[src/rtl/dram_port_arbiter.sv]
// ---------------------------------------------------------------------------
// dram_port_arbiter
//
// Purpose:
//   Shares the single external DRAM port between two masters. Master 0 is the
//   core's memory controller and master 1 is a debug/DMA requester. One access
//   is in flight at a time. Ties are broken round-robin. Each access issues a
//   one-cycle read or write command, then waits for dram_ack. A watchdog
//   completes the access with an error flag if the DRAM never answers, so the
//   requesting master cannot hang.
//
// Ports:
//   clk                  clock
//   reset_n              asynchronous active-low reset
//   sync_reset           synchronous reset, same effect as reset_n
//   m_req[1:0]           per-master request level, held until that master's ack
//   m_we[1:0]            per-master 1=write, 0=read
//   m_addr               packed word addresses, master 0 in the low slice
//   m_byte_enable        packed byte enables, master 0 in the low slice
//   m_wdata              packed write data, master 0 in the low slice
//   m_ack[1:0]           one-cycle completion pulse to the served master
//   m_err[1:0]           one-cycle timeout flag, coincident with m_ack
//   m_rdata              read data, valid while any m_ack bit is high
//   dram_mem_addr        DRAM word address, held for the whole access
//   dram_mem_read_en     one-cycle read command
//   dram_mem_write_en    one-cycle write command
//   dram_mem_byte_enable DRAM byte enables, held for the whole access
//   dram_mem_write_data  DRAM write data, held for the whole access
//   dram_ack             DRAM completion pulse
//   dram_mem_read_data   DRAM read data, valid with dram_ack
//   busy                 high whenever an access is in progress
// ---------------------------------------------------------------------------
module dram_port_arbiter #(
  parameter int ADDR_BITS      = 24,
  parameter int DATA_BITS      = 32,
  parameter int TIMEOUT_CYCLES = 1024
) (
  input  logic                       clk,
  input  logic                       reset_n,
  input  logic                       sync_reset,
  input  logic [1:0]                 m_req,
  input  logic [1:0]                 m_we,
  input  logic [2*ADDR_BITS-1:0]     m_addr,
  input  logic [2*DATA_BITS/8-1:0]   m_byte_enable,
  input  logic [2*DATA_BITS-1:0]     m_wdata,
  output logic [1:0]                 m_ack,
  output logic [1:0]                 m_err,
  output logic [DATA_BITS-1:0]       m_rdata,
  output logic [ADDR_BITS-1:0]       dram_mem_addr,
  output logic                       dram_mem_read_en,
  output logic                       dram_mem_write_en,
  output logic [DATA_BITS/8-1:0]     dram_mem_byte_enable,
  output logic [DATA_BITS-1:0]       dram_mem_write_data,
  input  logic                       dram_ack,
  input  logic [DATA_BITS-1:0]       dram_mem_read_data,
  output logic                       busy
);

  localparam int BE_BITS  = DATA_BITS / 8;
  localparam int CNT_BITS = (TIMEOUT_CYCLES > 2) ? $clog2(TIMEOUT_CYCLES) : 1;
  localparam logic [CNT_BITS-1:0] CNT_LAST = CNT_BITS'(TIMEOUT_CYCLES - 1);

  typedef enum logic [1:0] {
    IDLE  = 2'd0,
    ISSUE = 2'd1,
    WAIT  = 2'd2,
    DONE  = 2'd3
  } state_t;

  // -------------------------------------------------------------------------
  // Per-master views of the packed request buses
  // -------------------------------------------------------------------------
  logic [ADDR_BITS-1:0] addr_arr  [2];
  logic [BE_BITS-1:0]   be_arr    [2];
  logic [DATA_BITS-1:0] wdata_arr [2];

  for (genvar gi = 0; gi < 2; gi++) begin : g_unpack
    assign addr_arr[gi]  = m_addr[gi*ADDR_BITS +: ADDR_BITS];
    assign be_arr[gi]    = m_byte_enable[gi*BE_BITS +: BE_BITS];
    assign wdata_arr[gi] = m_wdata[gi*DATA_BITS +: DATA_BITS];
  end

  // -------------------------------------------------------------------------
  // State and registered outputs
  // -------------------------------------------------------------------------
  state_t               state_q, state_d;
  // grant_q doubles as last_grant: it names the master currently being served
  // and, once idle, the master that won most recently.
  logic                 grant_q, grant_d;
  // Set for exactly the first idle cycle after an access: the master just
  // served (grant_q) is ignored so it has time to drop its request.
  logic                 mask_q, mask_d;
  logic                 we_q, we_d;
  logic [CNT_BITS-1:0]  cnt_q, cnt_d;

  logic [1:0]           m_ack_q, m_ack_d;
  logic [1:0]           m_err_q, m_err_d;
  logic [DATA_BITS-1:0] m_rdata_q, m_rdata_d;
  logic [ADDR_BITS-1:0] addr_q, addr_d;
  logic                 rd_en_q, rd_en_d;
  logic                 wr_en_q, wr_en_d;
  logic [BE_BITS-1:0]   be_q, be_d;
  logic [DATA_BITS-1:0] wdata_q, wdata_d;
  logic                 busy_q, busy_d;

  logic [1:0]           req_eff;
  logic                 winner;

  // -------------------------------------------------------------------------
  // Next-state and output logic
  // -------------------------------------------------------------------------
  always_comb begin
    state_d   = state_q;
    grant_d   = grant_q;
    mask_d    = 1'b0;
    we_d      = we_q;
    cnt_d     = cnt_q;
    m_ack_d   = 2'b00;
    m_err_d   = 2'b00;
    m_rdata_d = m_rdata_q;
    addr_d    = addr_q;
    rd_en_d   = 1'b0;
    wr_en_d   = 1'b0;
    be_d      = be_q;
    wdata_d   = wdata_q;

    req_eff = m_req;
    if (mask_q) begin
      req_eff[grant_q] = 1'b0;
    end

    // Sole requester wins; on a tie the master that did not win last time.
    winner = (req_eff == 2'b11) ? ~grant_q : req_eff[1];

    unique case (state_q)
      IDLE: begin
        if (|req_eff) begin
          grant_d = winner;
          we_d    = m_we[winner];
          addr_d  = addr_arr[winner];
          be_d    = be_arr[winner];
          wdata_d = wdata_arr[winner];
          rd_en_d = ~m_we[winner];
          wr_en_d = m_we[winner];
          cnt_d   = '0;
          state_d = ISSUE;
        end
      end

      ISSUE: begin
        cnt_d = '0;
        if (dram_ack) begin
          m_ack_d[grant_q] = 1'b1;
          m_rdata_d        = we_q ? '0 : dram_mem_read_data;
          state_d          = DONE;
        end else begin
          state_d = WAIT;
        end
      end

      WAIT: begin
        if (dram_ack) begin
          m_ack_d[grant_q] = 1'b1;
          m_rdata_d        = we_q ? '0 : dram_mem_read_data;
          state_d          = DONE;
        end else if (cnt_q == CNT_LAST) begin
          // Watchdog expired: complete with an error instead of hanging.
          m_ack_d[grant_q] = 1'b1;
          m_err_d[grant_q] = 1'b1;
          m_rdata_d        = '0;
          state_d          = DONE;
        end else begin
          cnt_d = cnt_q + CNT_BITS'(1);
        end
      end

      DONE: begin
        mask_d  = 1'b1;
        state_d = IDLE;
      end

      default: begin
        state_d = IDLE;
      end
    endcase

    busy_d = (state_d != IDLE);
  end

  // -------------------------------------------------------------------------
  // State register; reset_n clears asynchronously, sync_reset on the edge
  // -------------------------------------------------------------------------
  always_ff @(posedge clk or negedge reset_n) begin
    if (!reset_n) begin
      state_q   <= IDLE;
      grant_q   <= 1'b1;
      mask_q    <= 1'b0;
      we_q      <= 1'b0;
      cnt_q     <= '0;
      m_ack_q   <= 2'b00;
      m_err_q   <= 2'b00;
      m_rdata_q <= '0;
      addr_q    <= '0;
      rd_en_q   <= 1'b0;
      wr_en_q   <= 1'b0;
      be_q      <= '0;
      wdata_q   <= '0;
      busy_q    <= 1'b0;
    end else if (sync_reset) begin
      state_q   <= IDLE;
      grant_q   <= 1'b1;
      mask_q    <= 1'b0;
      we_q      <= 1'b0;
      cnt_q     <= '0;
      m_ack_q   <= 2'b00;
      m_err_q   <= 2'b00;
      m_rdata_q <= '0;
      addr_q    <= '0;
      rd_en_q   <= 1'b0;
      wr_en_q   <= 1'b0;
      be_q      <= '0;
      wdata_q   <= '0;
      busy_q    <= 1'b0;
    end else begin
      state_q   <= state_d;
      grant_q   <= grant_d;
      mask_q    <= mask_d;
      we_q      <= we_d;
      cnt_q     <= cnt_d;
      m_ack_q   <= m_ack_d;
      m_err_q   <= m_err_d;
      m_rdata_q <= m_rdata_d;
      addr_q    <= addr_d;
      rd_en_q   <= rd_en_d;
      wr_en_q   <= wr_en_d;
      be_q      <= be_d;
      wdata_q   <= wdata_d;
      busy_q    <= busy_d;
    end
  end

  assign m_ack                = m_ack_q;
  assign m_err                = m_err_q;
  assign m_rdata              = m_rdata_q;
  assign dram_mem_addr        = addr_q;
  assign dram_mem_read_en     = rd_en_q;
  assign dram_mem_write_en    = wr_en_q;
  assign dram_mem_byte_enable = be_q;
  assign dram_mem_write_data  = wdata_q;
  assign busy                 = busy_q;

endmodule
[config.mk]
export PLATFORM = sky130hd
export DESIGN_NAME = dram_port_arbiter
export DESIGN_NICKNAME = d
export VERILOG_FILES = /design/src/rtl/dram_port_arbiter.sv
export SDC_FILE = /design/constraint.sdc
export NUM_CORES = 1
export LEC_CHECK = 0
export BUFFER_PORTS_ARGS = -buffer_cell sky130_fd_sc_hd__buf_2
export CAP_MARGIN = 20
export CORE_MARGIN = 5
export CORE_UTILIZATION = 50
export DETAILED_ROUTE_END_ITERATION = 10
export PLACE_DENSITY = 0.86
export SETUP_SLACK_MARGIN = 0.3
export SLEW_MARGIN = 0
export SYNTH_ARGS = -nofsm -noshare
export SYNTH_HDL_FRONTEND = slang
export SYNTH_SLANG_ARGS = --single-unit
[constraint.sdc]
create_clock -name clk -period 4.32 [get_ports clk]
set_clock_uncertainty 0.1 [all_clocks]
set_input_delay 0.216 -clock clk [delete_from_list [all_inputs] [get_ports clk]]
set_output_delay 0.216 -clock clk [all_outputs]
set_load 0.01 [all_outputs]
Yosys cells after proc, flatten, opt, wreduce, memory -nomap -nowiden
Index checks and enable logic that the tools add are counted.

Memory bits (writable): 0. Bits in registers: 114. Memories: 0. Bits in latches: 0. Input bits: 160. Logic and storage cells: 109. Memory bits (read-only): 0. Output and inout port bits: 99.

Divide/modulo/power cells: 0. Multiply operators: 0. Bitwise logic cells: 5. Multiplexer cells: 64. Eq/ne operators: 10. Add/sub/neg operators: 1. Shift operators: 0. Reduce and logical (&&, ||, !) cells: 11. Magnitude comparators: 4.

Operators by type and width (count): $mux W32 (11); $mux W24 (6); $pmux W32 S2 (1); $mux W10 (4); $pmux W10 S3 (1); $mux W2 (12); $mux W4 (6); $mux W1 (20); $ne A3 B3 Y1 const B (4); $add A10 B1 Y10 const B (1); $eq A10 B10 Y1 const B (1); $pmux W2 S4 (1); $eq A2 B2 Y1 const B (3); $reduce_bool A2 Y1 (3); $lt A1 B2 Y1 const B (2); $ne A4 B4 Y1 const B (1); $pmux W2 S2 (1); $reduce_and A4 Y1 (1); $reduce_bool A4 Y1 (1); $reduce_and A3 Y1 (1); $reduce_bool A3 Y1 (1); $and A2 B2 Y2 (1); $eq A2 B1 Y1 const B (1); $ge A2 B2 Y1 const B (1); 9 further kinds (10).

Logic depth before layout (Yosys ltp)
Gate-level depths: netlist (run 1).

Depth after elaboration: 16. Gate-level depth with buffers: 9.

Least setup slack after synthesis (run 1)
No wires, ideal clock.

Kind: register to register. Start point: reg state_q[0]. End point: reg cnt_q[8]. Stages on the path, launching flop included: 9. Arrival: 1.777 ns. Path slack: 2.364 ns. Path buffers: 1. Library setup time: 0.079 ns. Clock period less this slack: 1.956 ns. Required time: 4.141 ns. Cells stage by stage: dfrtp_1 -> inv_1 -> ha_1 -> clkbuf_1 -> nor2_1 -> o21bai_1 -> o22ai_2 -> or4_1 -> a21oi_1.

Longest elaborated chain between the ends: 3.

Ends and longest elaborated chain: from (decl) (line 86) `state_t state_q, state_d;`; from (signal assigned) (line 225) `state_q <= state_d;`; $eq A2 B2 Y1, or another cell as far along (line 135) `unique case (state_q)`; $ne A3 B3 Y1 (no line), or another cell as far along; $reduce_and A4 Y1 (no line) / $mux W10 (equally long branches); to (signal assigned) (line 229) `cnt_q <= cnt_d;`; to (decl) (line 94) `logic [CNT_BITS-1:0] cnt_q, cnt_d;`.

Parallel ways exist; a longest one is shown, timed or not. A chain may end at the register's enable or synchronous reset.

Worst setup path in the final report (run 1)
Start point: reg state_q[0]. End point: reg addr_q[21] (netlist: dram_mem_addr[21]).

Longest elaborated chain between the ends: 3.

Ends and longest elaborated chain: $logic_not A2 Y1 (line 135); $reduce_bool A2 Y1 (no line); $reduce_and A2 Y1 (no line); to (signal assigned) (line 233) `addr_q <= addr_d;`; to (decl) (line 99) `logic [ADDR_BITS-1:0] addr_q, addr_d;`.

Every way passes these cells.

==> out/results.ini, run 1 <==
[timing]
hold_viol=0
fin_hold_ws_ns=0.06668
fin_tns_setup_ns=0
worst_slack_ns=0.8724
max-slew-margin-rel=0.3849
rsz0062_at_grt=false
finalCriticalPeriod_ns=3.448
timing.fmax_mhz=290.1
tightest_slew_ns=0.9227
slew_viol_final=0
finalSetupViolations=0
period_share=0.7981

[floorplanning]
die_area_um2=12660
top_level_ports=259
core-area_um2=10280
placementRows=37
die_width_um=112.5
die_y_um=112.5
initial_core_util=0.5112

[clock_network]
numCtsBuffers=17
cts_tree=yes
clockBufferDepth=2
path_clk_slew_ns=0.05
cts_root_buffer=clkbuf_8
insertion_delay_ns=0.50
cts_sinks=114
htree_levels=4

[synth]
ys_ff_latch=114
syn_avg_cell_area_um2=9.802
async_reset_ff_frac=1.000
syn_inst=536
synth_top_cell_by_area=dfrtp_1
synth_top_area_share=0.5382
yosysSeqAreaShare=0.5432
synth_fp_nets=701
synth_area_leaders=dfrtp_1 (54%), a311oi_1 (10%), nand3_1 (6.0%)
synthFlopType=dfrtp_1
syn_area_um2=5254
yosys_warnings=0
synth_edf_count=0
synth_cell_type_count=40

[finish]
design_area_um2=8761
area_growth_pct=66.75
drive_above_1_share=0.3248
fin_nets=1092
postLayoutCoreUtil=0.8524

[placed_design]
io_buffers=258
place_area_um2=6589
post-place-ws_ns=1.685
gp_congestion=0.8522
hpwl_mm=11.53

[drt]
vias=6356
routedWlPerCell_um=20.69
drc_errors=0
dr.first_iter.drc_count=663
firstDrtPassIters=6
vias_per_cell=5.907
ant_nets=0
drt_wl_total_mm=22.26

[setup_path]
cp_data_arrival_time_ns=3.78
cp-endpoint=dram_mem_addr[21]
required_ns=4.66
cp_max_fo=78
timing.critical_path.from_type=register
crit_path_start=state_q[0]
path_class=register to register
r2r_cells=7
end_kind=register
r2r_start=state_q[0]
r2r_slack_ns=0.87
r2r-end=dram_mem_addr[21]

[power_and_ir_drop]
power.leakage_nw=4.477
powerDensity_nw_per_um2=529.9
ir_worst_vdd_mv=0.3104

[grt]
first_global_vias=6732
grt_pass1_wl_mm=35.01
grt_max_degree=79
grt_usage=0.3494
grt_overflow_total=0
grt_antenna_before_repair=1

[outcome]
status=finished, final reports clean

[flow_run]
maxCapViolations=0

[min_path]
min_path_type=input pin to register

where the power goes:
part | leakage [nW] | switching (mW) | internal (mW) | total (mW)
Clock | 0.284 | 0.486 | 0.902 | 1.39
Sequential | 1.52 | 0.179 | 1.32 | 1.50
Combinational | 2.67 | 0.972 | 0.782 | 1.75
Total | 4.48 | 1.64 | 3.00 | 4.64
how the worst min path moves through the flow:
stage             from                 to  slack, ns  depth (start not counted)
2_1_floorplan  reset_n               busy      -0.18                          0
3_3_place_gp   reset_n        m_rdata[21]       0.29                          1
3_5_place_dp   reset_n        m_rdata[21]       0.31                          1
4_1_cts        m_we[0]  dram_mem_write_en       0.06                          3
5_1_grt        m_we[0]  dram_mem_write_en       0.15                          3
6_report       m_we[0]  dram_mem_write_en       0.07                          3
critical path, cell delays in order, from the launching register on:
cell	delay, ns
dfrtp_1	0.41
inv_1	0.10
ha_1	0.27
o221a_4	0.57
buf_4	0.71
nor2_1	0.13
a311oi_1	0.43
dlygate4sd3_1	0.63
through the flow:
stage / instances / power [mW]
after floorplan: 536 / 2.297
after CTS: 1074 / 4.501
after detailed placement: 886 / 2.804
after global placement: 885 / 2.737
after global routing: 1076 / 4.848
final: 1076 / 4.642
cell usage in the layout, fill, tap and decap left out, types with 3 or more instances in the layout:
cell / instances
buf_2: 257
dlygate4sd3_1: 157
dfrtp_1: 113
nor2_1: 70
nand2_1: 67
nand3_1: 63
a311oi_1: 60
a22o_1: 31
clkbuf_16: 16
a21oi_1: 10
o21ai_0: 8
inv_1: 7
buf_4: 7
or3_1: 6
ha_1: 5
nor2b_1: 4
o31ai_1: 4
clkinv_2: 4
nand2b_1: 3
nor3_1: 3
clkbuf_8: 3
bufinv_16: 3
synthesized netlist by cell type, drive strengths merged (2+ instances only):
cell / number
dfrtp: 113
nor2: 71
nand2: 68
nand3: 63
a311oi: 60
clkbuf: 37
a22o: 31
buf: 14
a21oi: 10
o21ai: 10
inv: 7
or3: 6
ha: 5
nor2b: 4
nor3: 4
o31ai: 4
nand2b: 3
a21o: 2
and4: 2
nand4: 2
nor3b: 2
o221ai: 2
or4: 2
cell type report:
type | count | area [µm²]
Antenna cell | 1 | 2.502
Clock buffer | 21 | 449.2
Clock inverter | 10 | 133.9
Fill cell | 506 | 1516
Inverter | 7 | 26.28
Multi-Input combinational cell | 364 | 2180
Sequential cell | 114 | 2854
Tap cell | 136 | 170.2
Timing Repair Buffer | 423 | 2945
sequential cells by signal, summed over array words and instances, names as in the netlist:
signal	cells
state_q	2
we_q	1
dram_mem_read_en	1
m_ack	2
dram_mem_addr	24
dram_mem_write_data	32
dram_mem_write_en	1
cnt_q	10
m_rdata	32
m_err	2
dram_mem_byte_enable	4
grant_q	1
mask_q	1
busy	1
what timing repair did:
action                                  4_1_cts  5_1_grt
setup buffers                                 0        0
hold buffers                                157        0
endpoints found under the setup margin        0        0
hold endpoints to repair                    165        0
resized for setup                             0        0
cell families (layout without fill, tap and decap cells):
family | Yosys count | count (layout) | synth area share
and+or+nand+nor | 230 | 230 | 0.1941
AOI/OAI and AO/OA | 128 | 128 | 0.2012
DFF | 114 | 114 | 0.5432
buffers and inverters | 58 | 461 | 0.04763
adders and majority gates | 5 | 5 | 0.01191
muxes | 1 | 1 | 0.001905
other | 0 | 1 | 0
routing by layer:
layer | routed length (µm) | vias to the layer above | track usage
met5 | 0 | - | 0
met4 | 1091 | 0 | 0.1843
met3 | 2378 | 111 | 0.1046
met2 | 10950 | 521 | 0.5864
met1 | 7842 | 2973 | 0.4027
li1 | - | 2751 | -
No activity file was read; power rests on OpenSTA's default activity.
==> run 2, diff against run 1 <==
Settings changed: CORE_UTILIZATION 50 to 46, PLACE_DENSITY 0.86 to 0.8.
Clock period 4.32 ns to 3.6 ns, I/O delays scaled along.
==> run 2 against run 1 <==
Final area down 0.63%. Setup slack worse by 0.17 ns. Sequential power up 19%. Clock-buffer cell count up 3. Die area up 7.9%. Sequential cell count unchanged. Register-to-register slack worse by 0.17 ns. Clock power up 12%. Utilization down 8.3 points. Critical path depth down 1. Critical path type unchanged. Largest power group unchanged.
==> out/results.ini, run 2 (synthesis gave the netlist of run 1 again) <==
[drt]
firstDrtPassIters=6
vias_per_cell=5.686
route.met3.wl_mm=1.901
drt_wl_total_mm=20.06
drc_errors=0
top_layer_used=met4
ant_nets=0
routedWlPerCell_um=18.59
wl_met2_mm=10.38
vias=6135
wl_met1_mm=7.173
dr.first_iter.drc_count=500

[power_and_ir_drop]
power.total_mw=5.369
power.leakage_nw=4.456
ir_worst_vdd_mv=0.4642
powerDensity_nw_per_um2=616.7

[setup_path]
required_ns=3.84
cp_max_fo=32
path_depth=6
crit_buf_inv=2
crit_slowest_cell=dfstp_2
cp_data_arrival_time_ns=3.14
r2r_cells=6
max_stage_delay_ns=0.64
path_cells=o21ai_4, nand2_2, buf_4, nand2_1, a311oi_1, dlygate4sd3_1
end_kind=register
critical_path.top_delay_family=buffers and inverters
path_class=register to register
r2r_slack_ns=0.70
timing.critical_path.from_type=register

[timing]
period_share=0.8057
max-slew-margin-rel=0.5593
slew_viol_final=0
rsz0062_at_grt=false
finalCriticalPeriod_ns=2.901
tightest_slew_ns=0.6610
worst_slack_ns=0.6993
timing.fmax_mhz=344.7
finalSetupViolations=0
fin_tns_setup_ns=0
hold_viol=0

[clock_network]
hold_buffers=153
cts_tree=yes
cts_root_buffer=clkbuf_16
htree_levels=4
cts_sinks=114
insertion_delay_ns=0.40
postCtsSetupRepairBufs=0
path_clk_slew_ns=0.05
ctsResizeCount=0
numCtsBuffers=17
clockBufferDepth=2

[placed_design]
gp_congestion=0.8614
post-place-ws_ns=1.328
dp_cells=894
hpwl_mm=11.21
io_buffers=258
place_area_um2=6605

[outcome]
status=finished, final reports clean

[grt]
grt_antenna_before_repair=0
grt_usage=0.2914
first_global_vias=6286
grt_max_degree=117
grt_overflow_total=0
grt_pass1_wl_mm=31.05

[floorplanning]
placementRows=39
core-area_um2=11320
initial_core_util=0.4641
die_y_um=116.9
die_area_um2=13660
die_width_um=116.9
top_level_ports=259

[finish]
layout_common_cells=buf_2 (257), dlygate4sd3_1 (153), dfrtp_1 (113), nor2_1 (70), nand2_1 (67)
fin_nets=1089
drive_above_1_share=0.3251
layout_commonest_cell=buf_2
area_growth_pct=65.71
final_cells=1079
design_area_um2=8706

[min_path]
hold_depth=3
min_path_type=input pin to register

[flow_run]
maxCapViolations=0

-- run 2: changes by cell type in the layout (fill, tap and decap cells not counted), sizes merged --
cell | previous run | this run
clkinvlp | 2 | 0
buf | 266 | 267
clkbuf | 21 | 24
bufinv | 3 | 1
dlygate4sd3 | 157 | 153
-- run 2: power breakdown --
group	switching (mW)	internal (mW)	total, mW
Sequential	0.192	1.59	1.78
Clock	0.552	1.01	1.56
Combinational	1.10	0.935	2.03
Total	1.84	3.53	5.37
-- run 2: path summary, 6_finish.rpt --
check,start,to
max,grant_q,dram_mem_addr[20]
min,m_we[1],dram_mem_read_en
max reg2reg,grant_q,dram_mem_addr[20]
min reg2reg,m_rdata[29],m_rdata[29]
max in group asynchronous,reset_n,m_rdata[8]
min in group asynchronous,reset_n,m_err[1]
-- run 2: per-layer routing --
metal  global-route usage  up-vias
met3              0.07763       60
met4               0.1292        0
met1               0.3317     2925
li1                     -     2746
met2               0.5135      404
met5                    0        -
-- run 2: layout make-up --
type | instances | area, µm²
timing repair buffer | 420 | 2918
tap | 143 | 178.9
sequential | 114 | 2854
inverter | 7 | 26.28
antenna | 1 | 2.502
clock buffer | 24 | 491.7
multi-input combinational | 364 | 2180
fill | 682 | 2615
clock inverter | 6 | 55.05
-- run 2: through the flow --
| step | utilization | hold WS, ns |
|---|---|---|
| final | 0.7690 | 0.03025 |
| after global routing | 0.7688 | 0.03091 |
| after CTS | 0.7670 | 0.01633 |
| after detailed placement | 0.5834 | 0.3021 |
| after global placement | 0.5834 | 0.2994 |
| after floorplan | - | -0.2156 |
-- run 2: tightest hold or removal path: cells and delay by family --
| family | cells | cell delay (ns) |
|---|---|---|
| AND/OR/NAND/NOR | 1 | 0.14 |
| multiplexers | 1 | 0.08 |
| buffers and inverters | 1 | 0.09 |
